File: config.mk
export PLATFORM = sky130hd
export DESIGN_NAME = rand_init_sequencer
export DESIGN_NICKNAME = d
export VERILOG_FILES = /design/src/rtl/rand_init_sequencer.sv
export SDC_FILE = /design/constraint.sdc
export NUM_CORES = 1
export LEC_CHECK = 0
export ABC_AREA = 1
export BUFFER_PORTS_ARGS = -buffer_cell sky130_fd_sc_hd__buf_4
export CAP_MARGIN = 20
export CORE_MARGIN = 2
export CORE_UTILIZATION = 57
export CTS_CLUSTER_DIAMETER = 200
export DETAILED_ROUTE_END_ITERATION = 7
export GPL_ROUTABILITY_DRIVEN = 0
export GPL_TIMING_DRIVEN = 0
export HOLD_SLACK_MARGIN = 0.1
export MAX_ROUTING_LAYER = met4
export PLACE_DENSITY = 0.77
export RECOVER_POWER = 100
export SLEW_MARGIN = 15
export SYNTH_ARGS = -nofsm -noshare
export SYNTH_HDL_FRONTEND = slang
export SYNTH_SLANG_ARGS = --single-unit
File: constraint.sdc
create_clock -name clk -period 10.8 [get_ports clk]
set_input_delay 0 -clock clk [delete_from_list [all_inputs] [get_ports clk]]
set_output_delay 0 -clock clk [all_outputs]
set_load 0.01 [all_outputs]
File: src/rtl/rand_init_sequencer.sv
// Turns 64-bit LFSR words into a scaled, addressed sample stream for memory initialisation.
// Each fetched word is split into OUT_W-bit lanes, LSB lane first, and every lane becomes one write.
module rand_init_sequencer #(
  parameter int unsigned OUT_W       = 16,
  parameter int unsigned NUM_SAMPLES = 256,
  parameter int unsigned ADDR_W      = 8
) (
  input  logic              clk,
  input  logic              rst_n,
  input  logic              start,
  input  logic [OUT_W-1:0]  min_val,
  input  logic [OUT_W-1:0]  range,
  input  logic [63:0]       lfsr_data,
  output logic              lfsr_enable,
  output logic              out_valid,
  input  logic              out_ready,
  output logic [ADDR_W-1:0] out_addr,
  output logic [OUT_W-1:0]  out_data,
  output logic              busy,
  output logic              done
);

  localparam int unsigned LANES  = 64 / OUT_W;
  localparam int unsigned LANE_W = (LANES > 1) ? $clog2(LANES) : 1;

  typedef enum logic [1:0] {StIdle, StFetch, StEmit, StDone} state_e;

  state_e            state_q, state_d;
  logic [LANE_W-1:0] lane_q, lane_d;
  logic [ADDR_W-1:0] cnt_q, cnt_d;
  logic [63:0]       word_q, word_d;
  logic [OUT_W-1:0]  min_q, min_d;
  logic [OUT_W-1:0]  range_q, range_d;

  logic [OUT_W-1:0]   slice;
  logic [2*OUT_W-1:0] prod;
  logic [OUT_W-1:0]   scaled;
  logic               last_sample;
  logic               last_lane;
  logic               unused_prod_lo;

  always_comb begin
    slice = '0;
    for (int unsigned i = 0; i < LANES; i++) begin
      if (lane_q == LANE_W'(i)) slice = word_q[i*OUT_W +: OUT_W];
    end
  end

  // Upper half of slice*range maps the lane uniformly onto [0, range).
  assign prod           = {{OUT_W{1'b0}}, slice} * {{OUT_W{1'b0}}, range_q};
  assign scaled         = min_q + prod[2*OUT_W-1:OUT_W];
  assign unused_prod_lo = ^prod[OUT_W-1:0];

  assign last_sample = (({1'b0, cnt_q} + (ADDR_W+1)'(1)) == (ADDR_W+1)'(NUM_SAMPLES));
  assign last_lane   = (lane_q == LANE_W'(LANES - 1));

  always_comb begin
    state_d     = state_q;
    lane_d      = lane_q;
    cnt_d       = cnt_q;
    word_d      = word_q;
    min_d       = min_q;
    range_d     = range_q;
    lfsr_enable = 1'b0;
    out_valid   = 1'b0;
    out_addr    = '0;
    out_data    = '0;
    busy        = (state_q != StIdle);
    done        = 1'b0;

    unique case (state_q)
      StIdle: begin
        if (start) begin
          min_d   = min_val;
          range_d = range;
          cnt_d   = '0;
          state_d = StFetch;
        end
      end
      StFetch: begin
        // Capture the pre-advance word while asking the LFSR to step.
        lfsr_enable = 1'b1;
        word_d      = lfsr_data;
        lane_d      = '0;
        state_d     = StEmit;
      end
      StEmit: begin
        out_valid = 1'b1;
        out_addr  = cnt_q;
        out_data  = scaled;
        if (out_ready) begin
          cnt_d = cnt_q + ADDR_W'(1);
          if (last_sample) begin
            state_d = StDone;
          end else if (last_lane) begin
            state_d = StFetch;
          end else begin
            lane_d = lane_q + LANE_W'(1);
          end
        end
      end
      StDone: begin
        done    = 1'b1;
        state_d = StIdle;
      end
      default: state_d = StIdle;
    endcase
  end

  always_ff @(posedge clk) begin
    if (!rst_n) begin
      state_q <= StIdle;
      lane_q  <= '0;
      cnt_q   <= '0;
      word_q  <= '0;
      min_q   <= '0;
      range_q <= '0;
    end else begin
      state_q <= state_d;
      lane_q  <= lane_d;
      cnt_q   <= cnt_d;
      word_q  <= word_d;
      min_q   <= min_d;
      range_q <= range_d;
    end
  end

endmodule

==> Yosys cells after proc, flatten, opt, wreduce, memory -nomap -nowiden <==
Index checks and enable logic that the tools add are counted.
{ "totals": {"regBits": 108, "latch_bits": 0, "mem_bits_rw": 0, "romBits": 0, "word_cells": 53, "output_inout_bits": 28, "n_memories": 0} }
{ "classes": {"order_cmp": 0, "n_mux": 21, "n_reduce_logical": 9, "bitwise": 0, "n_shift": 0, "div_mod_pow": 0, "addsub": 4, "n_mul": 1, "n_eq_ne": 12} }
{ "ops": {"columns": ["operator", "count"], "rows": [
  ["$mux W16", 5],
  ["$mul A16 B16 Y32", 1],
  ["$mux W8", 3],
  ["$add A16 B16 Y16", 1],
  ["$pmux W8 S2", 1],
  ["$mux W2", 7],
  ["$add A8 B1 Y9 const B", 1],
  ["$eq A9 B9 Y1 const B", 1],
  ["$add A8 B1 Y8 const B", 1],
  ["$eq A2 B2 Y1 const B", 4],
  ["$ne A2 B2 Y1 const B", 4],
  ["$pmux W2 S4", 1],
  ["$reduce_and A3 Y1", 2],
  ["$reduce_bool A2 Y1", 3],
  ["$eq A2 B1 Y1 const B", 2],
  ["$logic_not A2 Y1", 2],
  ["$pmux W2 S2", 1],
  ["$reduce_and A4 Y1", 1],
  ["$mux W1", 3],
  ["$ne A3 B3 Y1 const B", 1],
  ["$add A2 B1 Y2 const B", 1],
  ["$reduce_and A2 Y1", 1]
]} }

==> Longest topological paths before layout <==
Gate-level depths: netlist of the first run.
{ "depth": {"depth_word": 8, "mapped_depth": 43, "mapped_depth_nobuf": 41} }

==> Worst setup path before layout of the first run <==
No wires, ideal clock.
{ "synth_path": {"kind": "register to output", "start": "register lane_q[0]", "end": "output port out_data[12]", "required_time_ns": 10.800, "stages_incl_launch_ff": 36, "t_arrival_ns": 7.499, "path_slack_ns": 3.301, "n_path_buf": 3, "path_cell_list": "dfxtp_1 > inv_1 > ha_1 > buf_2 > inv_4 > clkbuf_1 > o211ai_1 > o21ai_0 > clkbuf_1 > nand2_1 > fa_1 > inv_1 > fa_1 > inv_1 > fa_1 > inv_1 > fa_1 > fa_1 > inv_1 > fa_1 > inv_1 > ha_1 > a21oi_1 > inv_1 > a31oi_1 > o21ai_0 > a31oi_1 > xnor2_1 > ha_1 > inv_1 > fa_1 > o41ai_1 > nand3_1 > nand2_1 > o21ai_0 > a21oi_1"} }
{ "synth_via": {"elab_chain_len": 8, "elab_cells_between_ends": 11, "classes_between": "add/sub: 1; mul: 1; eq/ne: 3; mux: 5; reduce/logical: 1"} }
{ "synth_rtl": {"columns": ["element", "line", "text"], "rows": [
  ["start: declaration", "29", "logic [LANE_W-1:0] lane_q, lane_d;"],
  ["start signal: assignment", "120", "lane_q <= lane_d;"],
  ["$logic_not A2 Y1", "45", "if (lane_q == LANE_W'(i)) slice = word_q[i*OUT_W +: OUT_W];"],
  ["$mux W16 (3 in a row)", "45", null],
  ["$mux W16 *", "45", null],
  ["$mul A16 B16 Y32 *", "50", "assign prod = {{OUT_W{1'b0}}, slice} * {{OUT_W{1'b0}}, range_q};"],
  ["$add A16 B16 Y16 *", "51", "assign scaled = min_q + prod[2*OUT_W-1:OUT_W];"],
  ["$mux W16 *", "71", "unique case (state_q)"],
  ["end: declaration", "18", "output logic [OUT_W-1:0] out_data,"]
]} }
Every way passes the cells marked *; elsewhere a longest branch is shown, timed or not.

==> Worst setup path after layout of the first run <==
Same ends and word-level chain as after synthesis.

==> flow_metrics.tcl, run 1 <==
set metrics [dict create \
    cp-end-kind "primary output" \
    antenna_found_initial 0 \
    cts_buffers 9 \
    grt_use_total_pct 37.4 \
    synthToLayoutAreaGrowth_pct 18.9 \
    relSlewSlack_pct 30.9 \
    postSynthNetCount 2251 \
    synthCells 1835 \
    n_antenna_cell 0 \
    ys_seq_elements 108 \
    portBuffers 127 \
    via_count 13356 \
    rows 56 \
    finalHoldViolCount 0 \
    layout.cells.most_common "inv_1" \
    drt_iter0_drc 1105 \
    crit_path_start_kind "flip-flop" \
    insertion_delay_ns 0.37 \
    core_area_sq_mm 0.0235 \
    post_cts_buffers 0 \
    slowest_delay_ns 0.72 \
    detail_route.first_pass.iterations 6 \
    powerDensity_mw_per_mm2 193 \
    synth_warnings 0 \
    worst_pin_slew_ns 1.03 \
    avgSynthCellArea_sq_um 7.43 \
    synth_edf_count 0 \
    final_cell_mix "354 x inv_1, 314 x nor2_1, 273 x nand2_1" \
    r2r_cells 8 \
    peakVddDrop_mv 0.125 \
    finalCritPeriodShare_pct 91.0 \
    dpl.hpwl_um 32900 \
    cts_root_buf "clkbuf_16" \
    drc 0 \
    nFillCells 1938 \
    ant_nets 0 \
    holdCritPathClass "input port to flip-flop" \
    drive_gt1_share_pct 6.93 \
    cts.sinks 108 \
    leakage_nw 8.01 \
    htreeDepth 3 \
    nNetsFinal 2490 \
    hold-path-cell-count 4 \
    cts_tree "yes" \
    worstPathMaxFanout 10 \
    critPathKind "flip-flop to primary output" \
    yosysSeqAreaShare_pct 15.9 \
    clk_pin_slew_worst_paths_ns 0.08 \
    crit_top_cell "fa_1" \
    grt_max_degree 23 \
    via_per_inst 5.57 \
    grt_pass1_wl_um 69600 \
    setup_viol 0 \
    drv_slew 0 \
    period_needed_ns 9.83 \
    max_freq_ghz 0.102 \
    async_flop_share_pct 0 \
    postCtsHoldBufs 101 \
    io_pins 128 \
    synthFlopType "dfxtp_1" \
    critPathSlowestCell "fa_1" \
    netlist-cell-type-count 43 \
    post_cts_resize_count 0 \
    die_w_um 159 \
    setup-tns-final_ns 0 \
    outcome "complete, no violations" \
    first_global_vias 13871 \
    start_util_pct 58.1 \
    clockBufferDepth 2 \
    globalRoute.totalOverflow 0 \
    drt_wl_total_um 43200 \
    synth_area_sq_mm 0.0136 \
    cp.arrival_ns 9.83 \
    total_power_w 0.00313 \
    die_h_um 159 \
    crit_required_ns 10.80 \
    fin_worst_skew_ns 0.0100 \
    max_cap_viol_count 0 \
    die_area_sq_mm 0.0252 \
    wire_per_inst_um 18.0 \
    rsz0062_at_grt "no" \
]
==> area by class of cell <==
| class | instances | area (sq um) | share of cell area (%) |
|---|---|---|---|
| plain buffers | 71 | 284 | 1.75 |
| clock buffers | 9 | 225 | 1.39 |
| clock inverters | 7 | 88.8 | 0.548 |
| inverters | 363 | 1370 | 8.43 |
| multi-input cells | 1293 | 9820 | 60.6 |
| flip-flops and latches | 108 | 2160 | 13.3 |
| well taps | 319 | 399 | 2.46 |
| repair buffers | 228 | 1870 | 11.5 |
==> logic make-up after synthesis <==
kind of cell | share of synthesized area [%]
simple gates | 18.7
buf+inv | 12.1
xor+xnor | 1.47
flops | 15.9
fa+ha+maj | 39.7
compound gates | 12.2
==> flip-flops by register name, summed over array words and instances (netlist names) <==
register and cells:
word_q 64, range_q 16, cnt_q 8, state_q 2, lane_q 2, min_q 16
==> Yosys cell counts, types with 2 or more instances <==
master | instances | area share, %
clkinv_1 | 2 | 0.055
a211oi_2 | 2 | 0.18
a21oi_1 | 118 | 4.3
fa_1 | 194 | 28
buf_2 | 6 | 0.22
o2111ai_1 | 2 | 0.13
o31ai_1 | 2 | 0.11
nand2_1 | 273 | 7.5
a31oi_1 | 5 | 0.23
inv_2 | 7 | 0.19
dfxtp_1 | 108 | 16
inv_1 | 352 | 9.7
nand4_1 | 6 | 0.28
o21bai_1 | 2 | 0.11
a21o_1 | 4 | 0.22
o21ai_1 | 7 | 0.26
nand2_2 | 4 | 0.18
o21ai_2 | 4 | 0.26
o21ai_0 | 129 | 4.7
nor3_1 | 14 | 0.51
nor2_1 | 314 | 8.6
xnor2_1 | 9 | 0.58
o21a_1 | 8 | 0.44
xor2_1 | 12 | 0.77
inv_4 | 2 | 0.092
ha_1 | 122 | 11
o211ai_1 | 14 | 0.77
nand3_1 | 36 | 1.3
buf_1 | 9 | 0.25
a221oi_1 | 2 | 0.13
clkbuf_1 | 54 | 1.5
==> routing by layer <==
metal	GRT usage, %	vias to the layer above	routed length (um)
li1	-	6112	-
met1	43.8	6267	16200
met2	58.9	741	19600
met3	9.12	236	4390
met4	21.5	0	2920
met5	-	-	0
==> power breakdown <==
group / switching [W] / internal (W) / leakage (nW)
clock network: 0.000192 / 0.000169 / 0.153
logic: 0.00152 / 0.000754 / 6.96
registers: 0.0000354 / 0.000457 / 0.889
==> path summary, 6_finish.rpt <==
check	endpoint	slack (ns)	startpoint
setup / recovery	out_data[12]	0.97	lane_q[0]$_SDFFE_PN0P_
hold / removal	min_q[8]$_SDFFE_PN0P_	0.38	min_val[8]
setup reg to reg	state_q[1]$_SDFFE_PN0P_	8.17	lane_q[0]$_SDFFE_PN0P_
hold reg to reg	word_q[16]$_SDFFE_PN0P_	0.46	word_q[16]$_SDFFE_PN0P_
==> worst max-delay path: cells and delay by family, from the launching register on <==
family	cells	cell delay, ns
and+or+nand+nor	5	0.68
xor gates and xnor gates	1	0.35
adders and majority gates	10	4.65
AOI/OAI and AO/OA	6	1.87
buffers and inverters	9	1.54
DFF	1	0.37
==> metrics by stage <==
step | cells | cell area (sq um) | hold slack (ns) | util [%] | setup WS [ns]
3_3_place_gp | 2281 | 15000 | 0.225 | 63.9 | 1.79
4_1_cts | 2398 | 16300 | 0.375 | 69.5 | 1.29
2_1_floorplan | 1835 | 13600 | 0.135 | - | 3.30
3_5_place_dp | 2281 | 15000 | 0.228 | 63.9 | 1.73
6_report | 2398 | 16200 | 0.378 | 69.1 | 0.973
5_1_grt | 2398 | 16200 | 0.387 | 69.1 | 0.169
(Power assumes the default switching activity.)
==> run 2, diff against run 1 <==
--- a/config.mk
+++ b/config.mk
@@ -15,9 +15,9 @@
 export GPL_ROUTABILITY_DRIVEN = 0
 export GPL_TIMING_DRIVEN = 0
 export HOLD_SLACK_MARGIN = 0.1
-export MAX_ROUTING_LAYER = met4
-export PLACE_DENSITY = 0.77
+export PLACE_DENSITY = 0.74
 export RECOVER_POWER = 100
+export SKIP_LAST_GASP = 1
 export SLEW_MARGIN = 15
 export SYNTH_ARGS = -nofsm -noshare
 export SYNTH_HDL_FRONTEND = slang
==> run 2 against run 1 <==
- sequential share of layout area barely moved
- setup slack improved by 0.055 ns
- sequential power about the same
- first-iteration DRC count increased by 6.4%
- core utilization hardly changed
- flip-flop and latch count is the same
- cell area about the same
- critical endpoint unchanged
- highest routed layer unchanged
==> flow_metrics.tcl, run 2 (synthesis results as in run 1) <==
set metrics [dict create \
    max_freq_ghz 0.102 \
    rsz0062_at_grt "no" \
    slowest_delay_ns 0.90 \
    htreeDepth 3 \
    fin_worst_skew_ns 0.00929 \
    cpLargestDelayFamily "adder cells" \
    holdCritPathClass "input port to flip-flop" \
    io_pins 128 \
    hold_ws_ns 0.114 \
    worst_pin_slew_ns 1.03 \
    cts_root_buf "clkbuf_16" \
    hold-path-cell-count 5 \
    drt_wl_total_um 41700 \
    antenna_found_initial 0 \
    grt_pass1_wl_um 67800 \
    finalHoldViolCount 0 \
    crit_buf_inv 10 \
    largest_reg_flops 64 \
    die_area_sq_mm 0.0252 \
    powerDensity_mw_per_mm2 191 \
    detail_route.first_pass.iterations 8 \
    rr_startpoint "lane_q[0]$_SDFFE_PN0P_" \
    via_per_inst 5.50 \
    worstPathMaxFanout 10 \
    intPower_w 0.00138 \
    globalRoute.totalOverflow 0 \
    layout.cells.most_common "inv_1" \
    final_cell_mix "354 x inv_1, 314 x nor2_1, 273 x nand2_1" \
    grt_max_degree 23 \
    post_cts_buffers 0 \
    insertion_delay_ns 0.37 \
    switching_share_pct 55.5 \
    post_cts_resize_count 0 \
    n_antenna_cell 0 \
    max_cap_viol_count 0 \
    cp-end-kind "primary output" \
    synthToLayoutAreaGrowth_pct 18.8 \
    cts_buffers 9 \
    start_util_pct 58.1 \
    dpl.hpwl_um 32100 \
    grt_use_total_pct 35.1 \
    peakVddDrop_mv 0.135 \
    core_area_sq_mm 0.0235 \
    cts.sinks 108 \
    die_h_um 159 \
    clockBufferDepth 2 \
    postCtsHoldBufs 100 \
    cp.arrival_ns 9.77 \
    drv_slew 0 \
    critical_path_depth 32 \
    whs_endpoint "cnt_q[1]$_SDFFE_PN0P_" \
    drt_iter0_drc 1176 \
    drc 0 \
    nNetsFinal 2490 \
    period_needed_ns 9.77 \
    first_global_vias 13436 \
    regMostFlops "word_q" \
    outcome "complete, no violations" \
    cts_tree "yes" \
    comb_power_share_pct 72.4 \
    die_w_um 159 \
    drive_gt1_share_pct 6.93 \
    power_frac_clock_pct 11.8 \
    ant_nets 0 \
    leakage_nw 8.00 \
    seq_power_share_pct 15.8 \
    crit_required_ns 10.80 \
    rrSetupSlack_ns 8.20 \
    critPathKind "flip-flop to primary output" \
    setup_viol 0 \
    via_count 13196 \
    clk_pin_slew_worst_paths_ns 0.09 \
    reg2reg_to "state_q[1]$_SDFFE_PN0P_" \
    wire_per_inst_um 17.4 \
    portBuffers 127 \
    crit_path_start_kind "flip-flop" \
    relSlewSlack_pct 31.0 \
    rows 56 \
    r2r_cells 8 \
    p_sw_w 0.00172 \
    min_from "out_ready" \
    finalCritPeriodShare_pct 90.5 \
    top_regs "word_q x64, min_q x16, range_q x16" \
    critPathSlowestCell "o21ai_1" \
    setup-tns-final_ns 0 \
]
-- run 2: cell types whose count changed in the layout (fill, tap and decap cells not counted), sizes merged --
cell         delta
buf             +1
dlygate4sd3     -1
-- run 2: worst max path at each step --
stage               slack [ns]      endpoint                   start
CTS                       1.22  out_data[12]  lane_q[0]$_SDFFE_PN0P_
finish                    1.03  out_data[12]  lane_q[0]$_SDFFE_PN0P_
floorplan                 3.30  out_data[12]  lane_q[0]$_SDFFE_PN0P_
global placement          1.72  out_data[12]  lane_q[0]$_SDFFE_PN0P_
global route              0.46  out_data[12]  lane_q[0]$_SDFFE_PN0P_
detailed placement        1.68  out_data[12]  lane_q[0]$_SDFFE_PN0P_
-- run 2: worst reg2reg max path, stage by stage (launching register included) --
cell,delay (ns)
dfxtp_1,0.34
ha_1,0.31
inv_1,0.28
clkbuf_1,0.55
nand2_1,0.13
a21oi_1,0.19
nor3_1,0.07
nor3_1,0.11
dlygate4sd3_1,0.56
-- run 2: routing by layer --
layer  vias up  part of all wire [%]  track usage [%]
li1       6123                     -                -
met1      6274                    40             44.3
met2       657                    46             56.6
met3       142                   9.3             7.95
met4         0                   5.4             18.1
met5         -                     0                0
-- run 2: final cells by class --
| cell class | instances | area (sq um) |
|---|---|---|
| Clock inverter | 7 | 86.3 |
| Timing Repair Buffer | 228 | 1870 |
| Inverter | 363 | 1370 |
| Buffer | 71 | 284 |
| Multi-Input combinational cell | 1293 | 9820 |
| Clock buffer | 9 | 225 |
| Tap cell | 319 | 399 |
| Fill cell | 1985 | 7260 |
| Sequential cell | 108 | 2160 |
-- run 2: metrics by stage --
| step | util [%] | setup WS (ns) | cells | instance area [sq um] | total power [W] |
|---|---|---|---|---|---|
| detailed placement | 63.9 | 1.68 | 2281 | 15000 | 0.00265 |
| floorplan | - | 3.30 | 1835 | 13600 | 0.00194 |
| global route | 69.1 | 0.464 | 2398 | 16200 | 0.00337 |
| global placement | 63.9 | 1.72 | 2281 | 15000 | 0.00262 |
| CTS | 69.5 | 1.22 | 2397 | 16300 | 0.00306 |
| finish | 69.1 | 1.03 | 2398 | 16200 | 0.00309 |
-- run 2: power groups by stage --
stage                     sequential (W)  clock [W]  combinational [W]
after floorplan                 0.000486          0            0.00146
after global placement          0.000495          0            0.00213
after detailed placement        0.000496          0            0.00215
after CTS                       0.000488   0.000363            0.00221
after global routing            0.000495   0.000379            0.00249
final                           0.000490   0.000365            0.00224
==> run 3, diff against run 2 <==
--- a/config.mk
+++ b/config.mk
@@ -5,7 +5,7 @@
 export SDC_FILE = /design/constraint.sdc
 export NUM_CORES = 1
 export LEC_CHECK = 0
-export ABC_AREA = 1
+export ABC_AREA = 0
 export BUFFER_PORTS_ARGS = -buffer_cell sky130_fd_sc_hd__buf_4
 export CAP_MARGIN = 20
 export CORE_MARGIN = 2
==> run 3 against run 2 <==
- area after synthesis grew 0.39%
- synthesized cell count down 8.6%
- hold slack better by 0.0026 ns
- sequential power fell by 10%
- largest cell class unchanged
- total power fell by 64%
- critical path type unchanged
- first-iteration DRC count shrank 36%
==> flow_metrics.tcl, run 3 <==
set metrics [dict create \
    outcome "complete, no violations" \
    r2r_cells 6 \
    total_power_w 0.00110 \
    cts.sinks 108 \
    crit_top_cell "fa_1" \
    worstPathMaxFanout 10 \
    largest_reg_flops 64 \
    start_util_pct 58.2 \
    synth.area.top_cells "fa_1 28%, dfxtp_1 16%, ha_1 11%" \
    finalHoldViolCount 0 \
    synth_edf_count 0 \
    drv_slew 0 \
    period_needed_ns 10.32 \
    detail_route.first_pass.iterations 5 \
    first_global_vias 12673 \
    netlist-cell-type-count 57 \
    top_regs "word_q x64, min_q x16, range_q x16" \
    layout.cells.most_common "nand2_1" \
    die_area_sq_mm 0.0253 \
    postSynthNetCount 2093 \
    die_h_um 159 \
    drt_iter0_drc 747 \
    synth_warnings 0 \
    grt_use_total_pct 32.0 \
    die_w_um 159 \
    globalRoute.totalOverflow 0 \
    rows 56 \
    slowest_delay_ns 0.54 \
    drc 0 \
    cts_tree "yes" \
    cp-end-kind "primary output" \
    crit_required_ns 10.80 \
    synthFlopType "dfxtp_1" \
    synthToLayoutAreaGrowth_pct 19.5 \
    avgSynthCellArea_sq_um 8.17 \
    drt_wl_total_um 39600 \
    core_area_sq_mm 0.0235 \
    synthCells 1677 \
    hold-path-cell-count 4 \
    setup-tns-final_ns 0 \
    critPathKind "flip-flop to primary output" \
    yosysMostFrequentCell "nand2_1" \
    setup_viol 0 \
    cts_buffers 9 \
    yosysSeqAreaShare_pct 15.8 \
    dpl.hpwl_um 30400 \
    grt_pass1_wl_um 64200 \
    crit_path_start_kind "flip-flop" \
    post_cts_buffers 0 \
    fin_ws_ns 0.481 \
    grt_max_degree 21 \
    nNetsFinal 2331 \
    cp.arrival_ns 10.32 \
    finalCritPeriodShare_pct 95.5 \
    worst_pin_slew_ns 1.04 \
    via_count 12219 \
    antenna_found_initial 2 \
    via_per_inst 5.45 \
    reg2reg_to "word_q[35]$_SDFFE_PN0P_" \
    clockBufferDepth 2 \
    io_pins 128 \
    fin_cells 2241 \
    final_cell_mix "384 x nand2_1, 243 x inv_1, 194 x fa_1" \
    yosys.area.top_type "fa_1" \
    max_cap_viol_count 0 \
    rrSetupSlack_ns 8.80 \
    rr_startpoint "state_q[1]$_SDFFE_PN0P_" \
    insertion_delay_ns 0.37 \
    leakage_nw 7.94 \
    whs_endpoint "state_q[0]$_SDFFE_PN0P_" \
    regMostFlops "word_q" \
    synth_area_sq_mm 0.0137 \
    placed_cells 2125 \
    cts_root_buf "clkbuf_16" \
    htreeDepth 3 \
    async_flop_share_pct 0 \
    wire_per_inst_um 17.7 \
    dp_slack_ns 0.0885 \
    min_from "start" \
    synth.top_cell.area_share_pct 28.4 \
    ys_seq_elements 108 \
    max_freq_ghz 0.0969 \
    peakVddDrop_mv 0.0711 \
    yosys-top-cells-count "384 x nand2_1, 243 x inv_1, 194 x fa_1" \
    fin_worst_skew_ns 0.00911 \
    drive_gt1_share_pct 9.27 \
    critPathSlowestCell "fa_1" \
    portBuffers 126 \
    clk_pin_slew_worst_paths_ns 0.07 \
    holdCritPathClass "input port to flip-flop" \
    ant_nets 0 \
    powerDensity_mw_per_mm2 67.2 \
    relSlewSlack_pct 30.5 \
]
run 3: cell families after synthesis:
group	after synthesis	synth area share, %
and+or+nand+nor	641	21.0
buffers and inverters	330	9.08
adders and majority gates	316	39.5
AOI/OAI and AO/OA	254	12.8
DFF	108	15.8
xor gates and xnor gates	25	1.60
muxes	3	0.219
run 3: how the worst max path moves through the flow:
stage                                 from  cells past startpoint            to  slack [ns]
floorplan           lane_q[0]$_SDFFE_PN0P_                     33  out_data[15]        2.26
global placement    lane_q[0]$_SDFFE_PN0P_                     33  out_data[15]        0.16
detailed placement  lane_q[0]$_SDFFE_PN0P_                     33  out_data[15]        0.09
CTS                 lane_q[0]$_SDFFE_PN0P_                     33  out_data[15]        0.02
global route        lane_q[0]$_SDFFE_PN0P_                     38  out_data[15]      -0.004
finish              lane_q[0]$_SDFFE_PN0P_                     37  out_data[15]        0.48
run 3: layer usage:
| layer | part of all wire (%) | track usage, % |
|---|---|---|
| met5 | 0 | 0 |
| met4 | 4.9 | 15.6 |
| met3 | 7.9 | 4.48 |
| met2 | 47 | 54.2 |
| met1 | 40 | 40.5 |
run 3: cell type report:
type / count / area, sq um
multi-input cells: 1239 / 10300
fillers: 1946 / 7180
flip-flops and latches: 108 / 2160
repair buffers: 227 / 1910
inverters: 243 / 912
well taps: 319 / 399
plain buffers: 87 / 352
clock buffers: 10 / 239
clock inverters: 6 / 62.6
diodes: 2 / 5.00
run 3: repair_timing:
item | 4_1_cts | 5_1_grt
pin swaps | 0 | 0
endpoints found under the setup margin | 1 | 6
endpoints found under the hold margin | 99 | 0
hold buffers | 97 | 0
resized for setup | 6 | 43
run 3: power breakdown:
group | switching, W | internal [W]
Combinational | 0.000189 | 0.000133
Sequential | 0.0000199 | 0.000419
Clock | 0.000169 | 0.000170
run 3: critical path, delay by kind of cell (launching register included):
family,cells,cell delay [ns]
adders and majority gates,9,3.72
AOI/OAI and AO/OA,13,3.24
buffers and inverters,10,1.49
and+or+nand+nor,4,0.84
DFF,1,0.41
xor gates and xnor gates,1,0.21
run 3: stage by stage:
stage / hold WS (ns) / area [sq um] / utilization (%)
finish: 0.117 / 16400 / 69.5
global route: 0.182 / 16400 / 69.5
CTS: 0.103 / 16300 / 69.4
detailed placement: 0.270 / 15100 / 63.9
global placement: 0.263 / 15000 / 63.9
floorplan: 0.145 / 13700 / -
